### config.mk
export PLATFORM = sky130hd
export DESIGN_NAME = clip_edge_sequencer
export DESIGN_NICKNAME = d
export VERILOG_FILES = /design/src/rtl/clip_pkg.sv /design/src/rtl/clip_plane_dist.sv /design/src/rtl/clip_edge_sequencer.sv
export SDC_FILE = /design/constraint.sdc
export NUM_CORES = 2
export LEC_CHECK = 0
export BUFFER_PORTS_ARGS = -buffer_cell sky130_fd_sc_hd__buf_4
export CAP_MARGIN = 20
export CORE_AREA = 2 2 397 399
export CTS_CLUSTER_DIAMETER = 200
export CTS_CLUSTER_SIZE = 40
export DETAILED_ROUTE_END_ITERATION = 10
export DIE_AREA = 0 0 399 401
export GPL_TIMING_DRIVEN = 1
export PLACE_DENSITY = 0.5
export SLEW_MARGIN = 20
export SYNTH_ARGS = -nofsm -noshare
export SYNTH_HDL_FRONTEND = slang
export SYNTH_SLANG_ARGS = --single-unit
### constraint.sdc
create_clock -name clk_i -period 7.6 [get_ports clk_i]
set_clock_uncertainty 0.1 [all_clocks]
set_input_delay 0.76 -clock clk_i [delete_from_list [all_inputs] [get_ports clk_i]]
set_output_delay 0.76 -clock clk_i [all_outputs]
set_load 0.005 [all_outputs]
### src/rtl/clip_pkg.sv
// clip_pkg: shared types and constants for the clip edge sequencer.
//   plane_e   - clip plane selector (6 real planes, 2 reserved codes)
//   state_e   - edge sequencer FSM states
//   FRAC_BITS - fractional bits of vertex words and of the t factor
//   COMP_*    - word index of x/y/z/w inside a vertex
package clip_pkg;

  localparam int WORD_W    = 32;
  localparam int FRAC_BITS = 8;

  localparam logic [1:0] COMP_X = 2'd0;
  localparam logic [1:0] COMP_Y = 2'd1;
  localparam logic [1:0] COMP_Z = 2'd2;
  localparam logic [1:0] COMP_W = 2'd3;

  typedef enum logic [2:0] {
    PLANE_PX   = 3'd0,  // w - x
    PLANE_NX   = 3'd1,  // w + x
    PLANE_PY   = 3'd2,
    PLANE_NY   = 3'd3,
    PLANE_PZ   = 3'd4,
    PLANE_NZ   = 3'd5,
    PLANE_RSV6 = 3'd6,
    PLANE_RSV7 = 3'd7
  } plane_e;

  typedef enum logic [2:0] {
    ST_IDLE    = 3'd0,
    ST_DIST    = 3'd1,
    ST_CALC_T  = 3'd2,
    ST_INTERP  = 3'd3,
    ST_EMIT_I  = 3'd4,
    ST_EMIT_V2 = 3'd5
  } state_e;

  // Planes come in +/- pairs sharing one component: code>>1 selects x/y/z.
  function automatic logic [1:0] plane_comp(input plane_e p);
    return p[2:1];
  endfunction

  function automatic logic plane_reserved(input plane_e p);
    return (p == PLANE_RSV6) || (p == PLANE_RSV7);
  endfunction

endpackage

### src/rtl/clip_plane_dist.sv
// clip_plane_dist: combinational signed distance of both edge vertices to
// the selected clip plane, plus inside flags.
//   plane_i  - plane code (clip_pkg::plane_e encoding)
//   v1_i/v2_i- vertices, one 32-bit signed Q.8 word per entry (x,y,z,w,attrs)
//   d1_o/d2_o- w - c (even plane) or w + c (odd plane), 32-bit wrap
//   in1_o/in2_o - vertex inside (d >= 0); reserved planes report both inside
module clip_plane_dist
  import clip_pkg::*;
#(
  parameter int NUM_ATTR = 4
) (
  input  logic [2:0]                     plane_i,
  input  logic [4+NUM_ATTR-1:0][31:0]    v1_i,
  input  logic [4+NUM_ATTR-1:0][31:0]    v2_i,
  output logic [31:0]                    d1_o,
  output logic [31:0]                    d2_o,
  output logic                           in1_o,
  output logic                           in2_o
);

  localparam int NW = 4 + NUM_ATTR;
  localparam int KW = $clog2(NW);

  plane_e        plane;
  logic [KW-1:0] c_idx;
  logic [KW-1:0] w_idx;

  always_comb begin
    plane = plane_e'(plane_i);
    c_idx = KW'(plane_comp(plane));
    w_idx = KW'(COMP_W);
    d1_o  = '0;
    d2_o  = '0;
    in1_o = 1'b1;
    in2_o = 1'b1;
    if (!plane_reserved(plane)) begin
      if (plane_i[0]) begin
        d1_o = v1_i[w_idx] + v1_i[c_idx];
        d2_o = v2_i[w_idx] + v2_i[c_idx];
      end else begin
        d1_o = v1_i[w_idx] - v1_i[c_idx];
        d2_o = v2_i[w_idx] - v2_i[c_idx];
      end
      in1_o = ~d1_o[31];
      in2_o = ~d2_o[31];
    end
  end

endmodule

### src/rtl/clip_edge_sequencer.sv
// clip_edge_sequencer: clips one polygon edge (v1->v2) against one plane
// using an external combinational helper for t and per-word interpolation,
// and emits 0, 1 or 2 vertices (Sutherland-Hodgman) downstream.
// Ports:
//   clk_i, rst_ni               - clock, async active-low reset
//   in_valid_i/in_ready_o       - edge request stream (plane, v1, v2)
//   out_valid_o/out_ready_i     - vertex stream (out_vtx_o, out_last_o)
//   out_none_o                  - 1-cycle pulse: edge fully outside
//   calc_t_num_o/den_o, calc_t_result_i        - t = num/den helper
//   interp_v1_o/v2_o/t_o, interp_result_i      - word interpolation helper
//   dbg_state_o                 - current FSM state
// Optional build macro CLIP_PERF_CNT_EN adds perf_edges_o, perf_emitted_o,
// perf_dropped_o (32-bit wrapping event counters).
//
// Handshake: a transfer happens on a rising clock edge where valid and
// ready are both high. A producer holding valid keeps its payload stable
// until that edge; ready may toggle freely.
module clip_edge_sequencer
  import clip_pkg::*;
#(
  parameter int NUM_ATTR = 4
) (
  input  logic                          clk_i,
  input  logic                          rst_ni,
  input  logic                          in_valid_i,
  output logic                          in_ready_o,
  input  logic [2:0]                    in_plane_i,
  input  logic [(4+NUM_ATTR)*32-1:0]    in_v1_i,
  input  logic [(4+NUM_ATTR)*32-1:0]    in_v2_i,
  output logic                          out_valid_o,
  input  logic                          out_ready_i,
  output logic [(4+NUM_ATTR)*32-1:0]    out_vtx_o,
  output logic                          out_last_o,
  output logic                          out_none_o,
  output logic [31:0]                   calc_t_num_o,
  output logic [31:0]                   calc_t_den_o,
  input  logic [31:0]                   calc_t_result_i,
  output logic [31:0]                   interp_v1_o,
  output logic [31:0]                   interp_v2_o,
  output logic [31:0]                   interp_t_o,
  input  logic [31:0]                   interp_result_i,
  output state_e                        dbg_state_o
`ifdef CLIP_PERF_CNT_EN
  ,
  output logic [31:0]                   perf_edges_o,
  output logic [31:0]                   perf_emitted_o,
  output logic [31:0]                   perf_dropped_o
`endif
);

  localparam int NW = 4 + NUM_ATTR;
  localparam int VW = NW * 32;
  localparam int KW = $clog2(NW);
  localparam logic [KW-1:0] K_LAST = KW'(NW - 1);

  state_e                state_q;
  logic [2:0]            plane_q;
  logic [NW-1:0][31:0]   v1_q;
  logic [NW-1:0][31:0]   v2_q;
  logic                  in_to_out_q;  // v1 inside, v2 outside
  logic [KW-1:0]         k_q;
  logic [KW-1:0]         k_d;
  logic                  out_valid_q;
  logic [NW-1:0][31:0]   out_vtx_q;
  logic                  out_last_q;
  logic                  out_none_q;
  logic [31:0]           calc_num_q;
  logic [31:0]           calc_den_q;
  logic [31:0]           interp_v1_q;
  logic [31:0]           interp_v2_q;
  logic [31:0]           interp_t_q;

  logic [31:0]           d1;
  logic [31:0]           d2;
  logic                  in1;
  logic                  in2;

  // t is Q0.8; the helper's upper result bits carry nothing we use.
  logic                  unused_calc_hi;
  assign unused_calc_hi = ^calc_t_result_i[31:8];

  clip_plane_dist #(.NUM_ATTR(NUM_ATTR)) u_dist (
    .plane_i (plane_q),
    .v1_i    (v1_q),
    .v2_i    (v2_q),
    .d1_o    (d1),
    .d2_o    (d2),
    .in1_o   (in1),
    .in2_o   (in2)
  );

  assign k_d = k_q + KW'(1);

  always_ff @(posedge clk_i or negedge rst_ni) begin
    if (!rst_ni) begin
      state_q     <= ST_IDLE;
      plane_q     <= '0;
      v1_q        <= '0;
      v2_q        <= '0;
      in_to_out_q <= 1'b0;
      k_q         <= '0;
      out_valid_q <= 1'b0;
      out_vtx_q   <= '0;
      out_last_q  <= 1'b0;
      out_none_q  <= 1'b0;
      calc_num_q  <= '0;
      calc_den_q  <= '0;
      interp_v1_q <= '0;
      interp_v2_q <= '0;
      interp_t_q  <= '0;
    end else begin
      out_none_q <= 1'b0;
      case (state_q)
        ST_IDLE: begin
          if (in_valid_i) begin
            plane_q <= in_plane_i;
            v1_q    <= in_v1_i;
            v2_q    <= in_v2_i;
            state_q <= ST_DIST;
          end
        end
        ST_DIST: begin
          in_to_out_q <= in1;
          if (in1 && in2) begin
            out_vtx_q   <= v2_q;
            out_last_q  <= 1'b1;
            out_valid_q <= 1'b1;
            state_q     <= ST_EMIT_V2;
          end else if (!in1 && !in2) begin
            out_none_q <= 1'b1;
            state_q    <= ST_IDLE;
          end else begin
            // Signs differ on a crossing, so d1 - d2 cannot be zero.
            calc_num_q <= d1;
            calc_den_q <= d1 - d2;
            state_q    <= ST_CALC_T;
          end
        end
        ST_CALC_T: begin
          // The helper result is sampled here; the t drive and word 0 of
          // the interpolation are presented from the next cycle on.
          calc_num_q  <= '0;
          calc_den_q  <= '0;
          interp_v1_q <= v1_q[0];
          interp_v2_q <= v2_q[0];
          interp_t_q  <= {24'd0, calc_t_result_i[7:0]};
          k_q         <= '0;
          state_q     <= ST_INTERP;
        end
        ST_INTERP: begin
          // Intersection words are built directly in the output register;
          // out_valid is low so the partial contents are never visible.
          out_vtx_q[k_q] <= interp_result_i;
          if (k_q == K_LAST) begin
            interp_v1_q <= '0;
            interp_v2_q <= '0;
            interp_t_q  <= '0;
            out_valid_q <= 1'b1;
            out_last_q  <= in_to_out_q;
            state_q     <= ST_EMIT_I;
          end else begin
            k_q         <= k_d;
            interp_v1_q <= v1_q[k_d];
            interp_v2_q <= v2_q[k_d];
          end
        end
        ST_EMIT_I: begin
          if (out_ready_i) begin
            if (in_to_out_q) begin
              out_valid_q <= 1'b0;
              out_last_q  <= 1'b0;
              state_q     <= ST_IDLE;
            end else begin
              out_vtx_q  <= v2_q;
              out_last_q <= 1'b1;
              state_q    <= ST_EMIT_V2;
            end
          end
        end
        ST_EMIT_V2: begin
          if (out_ready_i) begin
            out_valid_q <= 1'b0;
            out_last_q  <= 1'b0;
            state_q     <= ST_IDLE;
          end
        end
        default: state_q <= ST_IDLE;
      endcase
    end
  end

  assign in_ready_o   = (state_q == ST_IDLE);
  assign out_valid_o  = out_valid_q;
  assign out_vtx_o    = VW'(out_vtx_q);
  assign out_last_o   = out_last_q;
  assign out_none_o   = out_none_q;
  assign calc_t_num_o = calc_num_q;
  assign calc_t_den_o = calc_den_q;
  assign interp_v1_o  = interp_v1_q;
  assign interp_v2_o  = interp_v2_q;
  assign interp_t_o   = interp_t_q;
  assign dbg_state_o  = state_q;

`ifdef CLIP_PERF_CNT_EN
  logic [31:0] perf_edges_q;
  logic [31:0] perf_emitted_q;
  logic [31:0] perf_dropped_q;

  always_ff @(posedge clk_i or negedge rst_ni) begin
    if (!rst_ni) begin
      perf_edges_q   <= '0;
      perf_emitted_q <= '0;
      perf_dropped_q <= '0;
    end else begin
      if (in_valid_i && in_ready_o) perf_edges_q <= perf_edges_q + 32'd1;
      if (out_valid_q && out_ready_i) perf_emitted_q <= perf_emitted_q + 32'd1;
      if (out_none_q) perf_dropped_q <= perf_dropped_q + 32'd1;
    end
  end

  assign perf_edges_o   = perf_edges_q;
  assign perf_emitted_o = perf_emitted_q;
  assign perf_dropped_o = perf_dropped_q;
`endif

endmodule
Yosys cells after proc, flatten, opt, wreduce, memory -nomap -nowiden
Index checks and enable logic that the tools add are counted.
W data, S select, Z words.
{"block": "op_classes", "n_addsub": 6, "order_cmp": 4, "eq_ne": 18, "mux": 58, "bitwise": 2, "reduce_logical": 19}
{"cell": "$mux W256", "count": 3}
{"cell": "$pmux W256 S3", "count": 1}
{"cell": "$mux W32", "count": 18}
{"cell": "$pmux W32 S2", "count": 5}
{"cell": "$bwmux W256", "count": 1}
{"cell": "$bmux W32 S3", "count": 2}
{"cell": "$bmux W32 S2", "count": 2}
{"cell": "$demux W32 S3", "count": 1}
{"cell": "$sub A32 B32 Y32", "count": 3}
{"cell": "$add A32 B32 Y32", "count": 2}
{"cell": "$mux W3", "count": 7}
{"cell": "$ne A2 B2 Y1 const B", "count": 10}
{"cell": "$pmux W3 S6", "count": 1}
{"cell": "$eq A3 B3 Y1 const B", "count": 5}
{"cell": "$mux W1", "count": 13}
{"cell": "$lt A3 B4 Y1 const B", "count": 2}
{"cell": "$pmux W1 S4", "count": 2}
{"cell": "$reduce_and A4 Y1", "count": 2}
{"cell": "$eq A3 B2 Y1 const B", "count": 2}
{"cell": "$pmux W3 S2", "count": 1}
{"cell": "$reduce_and A2 Y1", "count": 3}
{"cell": "$reduce_and A6 Y1", "count": 1}
{"cell": "$reduce_and A5 Y1", "count": 1}
{"cell": "$lt A2 B4 Y1 const B", "count": 1}
{"cell": "13 further kinds", "count": 18}
{"block": "totals", "ff_bits": 941, "inputBits": 583, "out_inout_bits": 423, "elab_cells": 143}

Logic depth before layout (Yosys ltp)
{"block": "logic_depth", "depth_word": 12, "mapped_depth": 30, "mapped_depth_nobuf": 27}

Cells and area by module
From an unflattened synthesis, not the netlist that was laid out.
{"block": "unflattened", "cells_unflattened": 4344, "hier_area_um2": 48973.2}
{"mod": "clip_edge_sequencer", "n_inst": 1, "cells_per_inst": 3504, "area_per_inst_um2": 42360.6, "seq_area_each_um2": 22947.0}
{"mod": "clip_plane_dist", "n_inst": 1, "cells_per_inst": 840, "area_per_inst_um2": 6612.6, "seq_area_each_um2": 0.0}

Least setup slack after synthesis
Ideal clock, no wire load.
{"block": "synth_timing", "path_type": "flip-flop to flip-flop", "from": "register plane_q[1]", "to": "register calc_den_q[26] (netlist: calc_t_den_o[26])", "setup_ns": 0.069, "t_arrival_ns": 5.995, "required_ns": 7.431, "setup_slack_ns": 1.436, "stages_incl_launch_ff": 27, "n_path_buf": 2, "synth_period_minus_slack_ns": 6.164, "path_cell_list": "dfrtp_1 > buf_6 > buf_12 > mux4_1 > inv_1 > ha_1 > inv_1 > or4_1 > nor4_1 > a21oi_1 > xor2_1 > ha_1 > and4_1 > and2_1 > and3_1 > o211a_1 > o21a_1 > or3_1 > ha_1 > inv_1 > o21ai_0 > a2111oi_0 > o21ai_0 > a21oi_1 > o31ai_1 > or4_1 > nand3_1"}
{"block": "synth_between", "elab_chain_cells": 11, "elab_cells_between_ends": 32, "cone_classes": "add/sub (5); eq/ne (4); mux (15); bitwise (2); reduce/logical (6)"}
{"element": "from (decl)", "line": "clip_edge_sequencer.sv:57", "text": "logic [2:0] plane_q;"}
{"element": "from (signal assigned)", "line": "clip_edge_sequencer.sv:116", "text": "plane_q <= in_plane_i;"}
{"element": "branches (longest 11 deep; another with $sub A32 B32 Y32)"}
{"element": "to (signal assigned)", "line": "clip_edge_sequencer.sv:135", "text": "calc_den_q <= d1 - d2;"}
{"element": "to (decl)", "line": "clip_edge_sequencer.sv:68", "text": "logic [31:0] calc_den_q;"}
Several ways; the timed one is not identified. The select of a mux whose other input is x is not followed.
A chain may end at the register's enable or synchronous reset.

Worst setup path in the final report
{"block": "layout_timing", "from": "register plane_q[1]", "to": "register calc_den_q[31] (netlist: calc_t_den_o[31])"}
The elaborated chain is that of the path after synthesis.

==> results.tsv <==
metric	value	unit
status	finished, final reports clean	
synth-seq-cells	917	
yosys.area.top_type_share	47.8	%
grt_pass1_vias	37800	
grt_overflow_total	0	
avgSynthCellArea	11.3	sq um
critPathCaptureType	register	
required	8140	ps
antenna_found_initial	58	
ys_seq_area_share	47.8	%
numCtsBuffers	27	
io_buffers	957	
via_count	38700	
drv_slew	0	
hold_viol_final	0	
yosysUniqueCellTypes	76	
die-area	160000	sq um
fin_setup_tns	0	ps
nNetsFinal	5719	
maxSlewHeadroom	18.4	%
cts_buffer_depth	3	
rsz0062_at_grt	false	
tightest_slew	1220	ps
grt_pass1_wl	301	mm
syn2layout_area_growth	22.0	%
drt-pass1-iter-count	6	
synth_cells	4233	
gp_congestion	0.912	
drcViolationCount	0	
cts-htree-levels	1	
clock-sinks	917	
worst_slack	447	ps
clk_latency	730	ps
worst-endpoint-arrival	7690	ps
yosys_warnings	0	
fillers	15700	
synth.area.top_cells	dfrtp_1, mux2_2, mux4_2	
grt_usage	26.2	%
synth_ff_type	dfrtp_1	
fmax	140	MHz
die_h	401	um
crit_fanout	16	
finalCritPeriodShare	94.1	%
yosys-top-cells-count	dfrtp_1, mux2_2, a21oi_1	
dp_hpwl	166	mm
drt_iter0_drc	3070	
async_flop_share	100	%
io_pins	1006	
post-place-ws	444	ps
start_kind	register	
grt_max_degree	164	
root_buffer	clkbuf_16	
avgViaCountPerCell	5.44	
yosysMostFrequentCell	dfrtp_1	
initial_utilization	30.8	%
wl_per_cell	30.5	um
post-route-min-period	7150	ps
routed_wl	217	mm
setup_viol	0	
num_rows	145	
synth.largest_area_cell	dfrtp_1	
drtAntennaViolNets	0	
drive_gt1_share	37.5	%
cts_tree	yes	
crit_type	reg2reg	
synth_area	48000	sq um
clkTransAtPathRegs	160	ps
die-width	399	um
drv_cap	0	
hold_path_class	in2reg	
synth_enable_flop_cells	0	
coreArea	156000	sq um
-- worst max-delay path, stage by stage (launching register included) --
cell       delay [ps]
dfrtp_4           520
buf_12            150
buf_4             170
buf_4             360
mux4_2            580
nor4_1            350
nor2b_1           320
and2_2            250
a21oi_1            80
xor2_1            150
ha_1              360
a21o_1            200
a21o_1            180
o41ai_1           570
o21ba_2           220
xor2_1            260
nor2_1            150
ha_1              430
nand4_1           150
a211oi_1          300
o2111ai_1         250
nand2_1           190
o2111ai_1         210
a21oi_1           280
o2111ai_1         140
o211ai_1          110
-- path summary, 6_finish.rpt --
check	cells past startpoint	end	slack (ps)	from
max	25	calc_t_den_o[31]	450	plane_q[1]
min	3	interp_t_o[2]	120	calc_t_result_i[2]
max reg2reg	25	calc_t_den_o[31]	450	plane_q[1]
min reg2reg	2	interp_v2_o[1]	400	interp_v2_o[1]
max in group asynchronous	4	out_vtx_o[137]	5060	rst_ni
min in group asynchronous	2	v1_q[235]	500	rst_ni
-- metal layers --
layer	up-vias	part of all wire [%]	GRT usage, %
li1	17100	-	-
met1	20200	43	35.6
met4	44	3.1	7.51
met2	1208	47	41.7
met3	210	7.0	6.01
met5	-	0.13	0
-- sequential cells by signal, summed over array words and instances, names as in the netlist, 3 cells and up --
signal	flops
calc_t_den_o	32
k_q	3
interp_v1_o	32
v1_q	256
dbg_state_o	3
interp_v2_o	32
out_vtx_o	256
v2_q	256
plane_q	3
interp_t_o	8
calc_t_num_o	32
-- area by class of cell --
cell class,instances,area (sq um),share of cell area [%]
tap,2058,2570,4.40
multi-input combinational,2977,23800,40.6
timing repair buffer,1055,8260,14.1
inverter,53,199,0.340
clock inverter,3,48.8,0.0833
antenna,26,65.1,0.111
clock buffer,30,687,1.17
sequential,917,23000,39.2
-- placed cells by master (no fill, tap or decap), drive strengths merged, types with 20 or more instances in the layout --
master,instances
a21o,33
a21oi,534
a31oi,21
and2,23
and3,55
buf,1054
clkbuf,30
conb,24
dfrtp,917
diode,26
ha,102
inv,56
mux2,581
mux4,190
nand2,231
nand3,81
nor2,326
nor2b,73
nor3,35
o21ai,190
o21bai,20
o22ai,132
xnor2,53
xor2,68
-- kinds of logic after synthesis --
group,count (synthesis),synth area share (%)
flops,917,47.8
xor+xnor,121,2.21
fa+ha+maj,105,2.78
buf+inv,362,3.24
compound gates,1048,12.4
simple gates,903,8.73
other cells,1,0.00782
mux,776,22.8
-- repair_timing --
item                                    4_1_cts  5_1_grt
setup buffers                                 0        7
hold buffers                                  1        0
hold endpoints to repair                     74        0
endpoints found under the setup margin        0        7
resized for setup                             0        3
-- metrics by stage --
stage	cells	hold WS, ps	util (%)	instance area [sq um]
5_1_grt	7114	90.5	37.6	58500
2_1_floorplan	4256	364	-	48100
3_3_place_gp	7050	367	37.0	57600
3_5_place_dp	7052	372	37.0	57600
4_1_cts	7086	83.6	37.5	58400
6_report	7119	125	37.6	58500
Power is not shown: default switching activity piles up to over one toggle a cycle in this logic, so the estimate is an artifact.
